## config.mk

```make
export PLATFORM = sky130hd
export DESIGN_NAME = casee_pri_enc_flat
export DESIGN_NICKNAME = d
export VERILOG_FILES = /design/src/rtl/casee_pkg.sv /design/src/rtl/casee_pri_enc_if.sv /design/src/rtl/casee_pri_comb.sv /design/src/rtl/casee_pri_enc.sv /design/src/flat_wrapper.sv
export SDC_FILE = /design/constraint.sdc
export NUM_CORES = 1
export LEC_CHECK = 0
export BUFFER_PORTS_ARGS = -buffer_cell sky130_fd_sc_hd__buf_4
export CAP_MARGIN = 20
export CELL_PAD_IN_SITES_DETAIL_PLACEMENT = 2
export CELL_PAD_IN_SITES_GLOBAL_PLACEMENT = 2
export CORE_AREA = 2 2 39 41
export CTS_CLUSTER_DIAMETER = 100
export DETAILED_ROUTE_END_ITERATION = 6
export DIE_AREA = 0 0 41 43
export PLACE_DENSITY = 0.51
export SLEW_MARGIN = 20
export SYNTH_ARGS = -nofsm -noshare
export SYNTH_HDL_FRONTEND = slang
export SYNTH_HIERARCHICAL = 1
export SYNTH_SLANG_ARGS = --single-unit
```

## constraint.sdc

```tcl
create_clock -name clk -period 0.8 [get_ports clk]
set_clock_uncertainty 0.05 [all_clocks]
set_input_delay 0.08 -clock clk [delete_from_list [all_inputs] [get_ports clk]]
set_output_delay 0.08 -clock clk [all_outputs]
set_load 0.02 [all_outputs]
```

## src/rtl/casee_pkg.sv

```systemverilog
// Shared definitions for the casee priority encoder slice.
// Holds the default request width and a width helper for the encoded index.
// Imported by the interface, the combinational core and the top.
package casee_pkg;

  localparam int DEF_WIDTH = 4;

  // Index width for an n-bit request vector; never narrower than one bit.
  function automatic int clog2_safe(int n);
    if (n <= 2) begin
      return 1;
    end
    return $clog2(n);
  endfunction

endpackage

```

## src/rtl/casee_pri_enc_if.sv

```systemverilog
// Request/result bundle for the priority encoder.
// master drives the request vector; slave (the encoder) returns index + valid.
// No handshake: the vector is sampled every cycle.
interface casee_pri_enc_if
  import casee_pkg::*;
#(
  parameter int WIDTH = DEF_WIDTH
) ();

  localparam int OUT_W = clog2_safe(WIDTH);

  logic [WIDTH-1:0] x;
  logic [OUT_W-1:0] y;
  logic             valid;

  modport master (output x, input y, input valid);
  modport slave  (input x, output y, output valid);

endinterface

```

## src/rtl/casee_pri_comb.sv

```systemverilog
// Combinational priority encode: index of the highest set bit plus any-set flag.
// Latency: zero (pure combinational).
// Backpressure: none; output follows the input continuously.
module casee_pri_comb
  import casee_pkg::*;
#(
  parameter int WIDTH = DEF_WIDTH,
  parameter int OUT_W = clog2_safe(WIDTH)
) (
  input  logic [WIDTH-1:0] x,
  output logic [OUT_W-1:0] idx,
  output logic             any
);

  // Scan upwards so the highest set bit is the last one to write idx.
  always_comb begin
    idx = '0;
    any = |x;
    for (int i = 0; i < WIDTH; i++) begin
      if (x[i]) begin
        idx = OUT_W'(i);
      end
    end
  end

endmodule

```

## src/rtl/casee_pri_enc.sv

```systemverilog
// Registered priority encoder: y = index of highest set bit of x, valid = |x.
// Latency: one clock from x to y/valid.
// Backpressure: none; x is sampled on every rising edge.
module casee_pri_enc
  import casee_pkg::*;
#(
  parameter int WIDTH = DEF_WIDTH
) (
  input  logic           clk,
  input  logic           rst,
  casee_pri_enc_if.slave bus
);

  localparam int OUT_W = clog2_safe(WIDTH);

  logic [OUT_W-1:0] idx;
  logic             any;

  casee_pri_comb #(
    .WIDTH (WIDTH),
    .OUT_W (OUT_W)
  ) u_comb (
    .x   (bus.x),
    .idx (idx),
    .any (any)
  );

  // Output stage: reset clears immediately; y is forced to 0 when nothing is requested.
  always_ff @(posedge clk or posedge rst) begin
    if (rst) begin
      bus.y     <= '0;
      bus.valid <= 1'b0;
    end else begin
      bus.y     <= any ? idx : '0;
      bus.valid <= any;
    end
  end

`ifdef CASEE_ASSERT
  logic [WIDTH-1:0] x_q;

  // Copy of the sampled request vector, aligned with the registered outputs.
  always_ff @(posedge clk or posedge rst) begin
    if (rst) begin
      x_q <= '0;
    end else begin
      x_q <= bus.x;
    end
  end

  a_idle_zero : assert property (@(posedge clk) disable iff (rst)
    !bus.valid |-> (bus.y == '0));

  a_hit_top : assert property (@(posedge clk) disable iff (rst)
    bus.valid |-> (x_q[bus.y] && ((x_q >> bus.y) == WIDTH'(1))));
`endif

endmodule

```

## src/flat_wrapper.sv

```systemverilog
// flat-port wrapper written by rule: the top's interface ports become plain ports
module casee_pri_enc_flat import casee_pkg::*;
#(
  parameter int WIDTH = DEF_WIDTH
)
  (clk, rst, bus_x, bus_y, bus_valid);
  casee_pri_enc_if #(.WIDTH(WIDTH)) bus_i ();
  input  logic clk;
  input  logic rst;
  input wire logic [$bits(bus_i.x)-1:0] bus_x;
  output wire logic [$bits(bus_i.y)-1:0] bus_y;
  output wire logic [$bits(bus_i.valid)-1:0] bus_valid;
  assign bus_i.x = bus_x;
  assign bus_y = bus_i.y;
  assign bus_valid = bus_i.valid;
  casee_pri_enc #(.WIDTH(WIDTH)) u_core (.clk(clk), .rst(rst), .bus(bus_i));
endmodule
```

==> run_results.csv, run 1 <==
group,metric,value,unit
synthesis,yosysSeqAreaShare,65.2,%
routing,ant_nets,0,
worst_setup_path,cp_max_fo,1,
status,failed_checks,"setup timing",
global_route,antenna_found_initial,0,
clock_tree,clock_sinks,3,
global_route,grt_pass1_vias,155,
global_route,track_usage,6.64,%
worst_setup_path,critical_path_class,"reg -> out",
sta,finalWorstSetupSlack,-0.0658,ns
power,p_leak,0.134,nW
worst_setup_path,worstSetupPathDepth,1,
synthesis,synth.net_count,16,
worst_setup_path,arrival,0.74,ns
sta,fmax,1150,MHz
sta,tightest_slew,0.114,ns
floorplanning,std_cell_rows,14,
routing,routedWlPerCell,10.2,µm
worst_setup_path,endpoint,"bus_valid",
routing,first_iter_violations,0,
worst_setup_path,required,0.67,ns
worst_setup_path,path_cells,"buf_6",
layout,post-route-util,19.9,%
global_route,overflow,0,
layout,nets,32,
floorplanning,die_h,43,µm
clock_tree,clock-root-buffer,"clkbuf_4",
layout,syn2layout_area_growth,139,%
global_route,grt_max_degree,4,
synthesis,yosysMostFrequentCell,"dfrtp_1",
global_route,busiest_layer,"met2",
worst_setup_path,slowest_delay,0.37,ns
synthesis,synth_area_leaders,"dfrtp_1, and2_1, a21o_1",
sta,slew_violations,0,
global_route,use_met2,10.0,%
placement,placed_area,195,µm²
synthesis,synth_warnings,6,
clock_tree,clockBufferDepth,2,
placement,io_buffer_count,8,
sta,finalHoldViolCount,0,
floorplanning,die_x,41,µm
clock_tree,htreeDepth,1,
power,powerDensity,1900,mW/mm²
sta,hold_slack,0.0333,ns
clock_tree,numCtsBuffers,3,
synthesis,syn_avg_cell_area,11.5,µm²
routing,drt_wl_total,419,µm
power,power,523,µW
job,drv_cap,0,
sta,fin_crit,0.866,ns
layout,finalNonFillerCells,41,
power,ir_drop,0.000423,V
sta,setup_tns,-0.239,ns
worst_setup_path,endpoint_kind,"output pin",
synthesis,synth_top_area_share,65.2,%
worst_setup_path,start_kind,"flop",
synthesis,syn_area,115,µm²
worst_setup_path,crit_start,"u_core/bus.valid",
synthesis,async_reset_ff_share,100,%
sta,timing.slew.headroom,92.4,%
routing,first_pass_iters,1,
clock_tree,clk_pin_slew,0.04,ns
status,status,"finished, violations left",
hold_path,hp-class,"in -> reg",
routing,dr_total_vias,128,
sta,grt_setup_unrepaired,"true",
layout,fin_area,275,µm²
routing,remaining_drc_errors,0,
synthesis,synth.distinct_cells,6,
layout,num_antenna_cells,0,
placement,dp_cells,34,
worst_setup_path,crit_buf_inv,1,
synthesis,synth_edf_count,0,
worst_setup_path,crit_family,"flip-flops",
placement,gp_congestion,0.534,
layout,layout-drive-gt1-share,64.0,%
routing,routed_via_density,3.12,
floorplanning,core-area,0.00138,mm²
global_route,use_met3,4.71,%
placement,dp_slack,-0.291,ns
sta,finalCritPeriodShare,108,%
floorplanning,io_pins,9,
synthesis,yosys.area.top_type,"dfrtp_1",
clock_tree,cts_tree,"built",
worst_setup_path,crit_path_top_delay_cell,"dfrtp_1",
floorplanning,start_util,8.32,%
floorplanning,die_area,0.00176,mm²
global_route,grt_pass1_wl,621,µm
synthesis,synthTopCellsByCount,"dfrtp_1, and2_1, inv_1",
synthesis,synth_seq_cells,3,
synthesis,syn_inst,10,
synthesis,synth_ff_type,"dfrtp_1",
sta,setup_viol,5,
global_route,met1_usage,4.21,%
## cell usage in the layout, fill, tap and decap left out
cell           netlist  final
inv_1                2      2
clkbuf_1             0      1
and2_4               0      2
dfrtp_1              3      3
or3_4                0      1
clkbuf_4             0      3
dlygate4sd3_1        0      1
buf_6                0      5
buf_4                0      5
or2_1                1      1
a21o_1               1      1
## flip-flops by register name, indices dropped and copies added, names as in the netlist
signal,flops
u_core/bus.valid,1
u_core/bus.y,2
## what timing repair did
item | 4_1_cts | 5_1_grt
gates cloned | 0 | 0
setup buffers | 2 | 0
hold buffers | 1 | 0
pin swaps | 2 | 0
setup endpoints to repair | 5 | 5
endpoints found under the hold margin | 3 | 0
resized for setup | 8 | 0
## routing by layer
| layer | share of wire, % | vias up |
|---|---|---|
| li1 | - | 59 |
| met1 | 31 | 60 |
| met2 | 57 | 9 |
| met3 | 11 | 0 |
| met4 | 0 | 0 |
| met5 | 0 | - |
## report_power, final
part	switching (mW)	internal, mW	total (mW)	leakage, nW
Sequential	0.00386	0.161	0.165	0.0309
Clock	0.0816	0.187	0.269	0.0150
Combinational	0.0319	0.0579	0.0898	0.0885
## cell type report
type / instances / area, µm²
Fill cell: 165 / 1110
Timing Repair Buffer: 11 / 104
Sequential cell: 3 / 75.1
Multi-Input combinational cell: 5 / 42.5
Clock buffer: 4 / 26.3
Tap cell: 16 / 20.0
Inverter: 2 / 7.51
## worst min path at each step
stage	from	endpoint	slack, ns	depth (start not counted)
after global routing	bus_x[0]	u_core/bus.valid	0.02	2
final	bus_x[0]	u_core/bus.valid	0.03	2
after floorplan	rst	u_core/bus.valid	-0.22	1
after global placement	rst	u_core/bus.y[1]	-0.09	2
after detailed placement	rst	u_core/bus.valid	-0.09	2
after CTS	bus_x[0]	u_core/bus.valid	0.007	2
## cell families after synthesis
| family | share of synthesized area [%] |
|---|---|
| buffers and inverters | 6.52 |
| and+or+nand+nor | 21.7 |
| DFF | 65.2 |
| AOI/OAI and AO/OA | 6.52 |
No activity file was read; power rests on OpenSTA's default activity.
==> inputs of run 2 (changes only) <==
--- a/config.mk
+++ b/config.mk
@@ -19,3 +19,4 @@
 export SYNTH_HDL_FRONTEND = slang
 export SYNTH_HIERARCHICAL = 1
 export SYNTH_SLANG_ARGS = --single-unit
+export TNS_END_PERCENT = 10
==> run 2 against run 1 <==
Compared with the run above: the run still ends with setup timing left; clock-buffer cell count unchanged; first-iteration DRC count is the same; sequential power about the same; critical path depth is the same; cell count shrank 4.9%; hold slack lost 0.00087 ns; non-clock buffer count down 2; largest power group unchanged; highest routed layer unchanged.
==> run_results.csv, run 2 (synthesis gave the netlist of run 1 again) <==
group,metric,value,unit
worst_setup_path,crit_family,"flip-flops",
global_route,track_usage,6.44,%
worst_setup_path,path_cells,"buf_6",
floorplanning,die_h,43,µm
global_route,grt_pass1_wl,607,µm
routing,first_iter_violations,0,
worst_setup_path,arrival,0.74,ns
sta,slew_violations,0,
power,pwr-share-comb,15.4,%
clock_tree,htreeDepth,1,
floorplanning,die_x,41,µm
layout,num_antenna_cells,0,
clock_tree,clockBufferDepth,2,
status,status,"finished, violations left",
routing,drt_wl_total,396,µm
layout,post-route-util,18.3,%
sta,finalCritPeriodShare,108,%
routing,routedWlPerCell,10.2,µm
power,p_int,397,µW
sta,fin_crit,0.866,ns
power,powerDensity,2030,mW/mm²
layout,largest-register,"u_core/bus.y",
global_route,overflow,0,
sta,timing.slew.headroom,92.4,%
placement,gp_congestion,0.534,
global_route,antenna_found_initial,0,
floorplanning,io_pins,9,
clock_tree,clk_pin_slew,0.04,ns
layout,syn2layout_area_growth,120,%
power,p_leak,0.123,nW
sta,tightest_slew,0.114,ns
placement,io_buffer_count,8,
sta,grt_setup_unrepaired,"true",
floorplanning,start_util,8.32,%
routing,first_pass_iters,1,
clock_tree,clock-root-buffer,"clkbuf_4",
power,p_seq_share,32.2,%
floorplanning,std_cell_rows,14,
worst_setup_path,critical_path_class,"reg -> out",
sta,finalWorstSetupSlack,-0.0657,ns
layout,nets,30,
global_route,grt_pass1_vias,152,
clock_tree,cts_setup_buffers,0,
routing,dr_total_vias,120,
layout,final_cell_mix,"buf_4, clkbuf_4, buf_6, dfrtp_1",
power,power.net_switching,116,µW
worst_setup_path,slowest_delay,0.37,ns
floorplanning,core-area,0.00138,mm²
placement,dp_slack,-0.291,ns
sta,fmax,1160,MHz
sta,hold_slack,0.0325,ns
worst_setup_path,crit_path_top_delay_cell,"dfrtp_1",
floorplanning,die_area,0.00176,mm²
sta,setup_viol,5,
clock_tree,cts_tree,"built",
layout,layout-drive-gt1-share,60.9,%
status,failed_checks,"setup timing",
worst_setup_path,required,0.67,ns
job,drv_cap,0,
worst_setup_path,crit_buf_inv,1,
sta,finalHoldViolCount,0,
worst_setup_path,cp_max_fo,1,
layout,reg_top3,"u_core/bus.y x2, u_core/bus.valid x1",
power,pwr-share-clk,52.4,%
layout,largest_register_ffs,2,
global_route,grt_max_degree,4,
power,ir_drop,0.000425,V
worst_setup_path,start_kind,"flop",
routing,remaining_drc_errors,0,
layout,final_common_cell,"buf_4",
clock_tree,clock_sinks,3,
hold_path,hp-class,"in -> reg",
routing,routed_via_density,3.08,
power,switching_share,22.5,%
clock_tree,numCtsBuffers,3,
worst_setup_path,endpoint_kind,"output pin",
routing,ant_nets,0,
==> run 2: cell types whose count changed in the layout (fill, tap and decap cells not counted) <==
cell,delta
buf_6,-2
==> run 2: repair_timing <==
action,in CTS,in global routing
endpoints found under the setup margin,5,5
gates resized for setup,5,1
endpoints found under the hold margin,3,0
pin swaps,0,1
hold buffers,1,0
==> run 2: layout make-up <==
cell class | count | area, µm²
Sequential cell | 3 | 75.1
Tap cell | 16 | 20.0
Inverter | 2 | 7.51
Timing Repair Buffer | 9 | 81.3
Fill cell | 164 | 1130
Clock buffer | 4 | 26.3
Multi-Input combinational cell | 5 | 42.5
==> run 2: power groups by stage <==
stage	Combinational (mW)	Sequential (mW)	Clock, mW
floorplan	0.0135	0.176	0
global placement	0.0583	0.165	0
detailed placement	0.0628	0.166	0
CTS	0.0770	0.165	0.290
global route	0.0864	0.166	0.304
finish	0.0791	0.165	0.269
==> run 2: through the flow <==
stage | power, mW | cell area (µm²) | instances | TNS (ns)
2_1_floorplan | 0.190 | 115 | 10 | -0.230
3_3_place_gp | 0.224 | 195 | 34 | -0.607
3_5_place_dp | 0.228 | 195 | 34 | -0.726
4_1_cts | 0.532 | 250 | 39 | -0.280
5_1_grt | 0.556 | 253 | 39 | -0.398
6_report | 0.513 | 253 | 39 | -0.281
==> run 2: path summary, 6_finish.rpt <==
path	start	end	slack, ns	depth (start not counted)
max	u_core/bus.valid	bus_valid	-0.07	1
min	bus_x[0]	u_core/bus.valid	0.03	2
max in group asynchronous	rst	u_core/bus.y[1]	0.35	3
min in group asynchronous	rst	u_core/bus.valid	0.22	3
==> run 2: metal layers <==
| layer | routed length (µm) | global-route usage (%) |
|---|---|---|
| met2 | 218 | 9.06 |
| met3 | 51 | 4.71 |
| met4 | 0 | 8.00 |
| met5 | 0 | 0 |
| met1 | 127 | 4.53 |
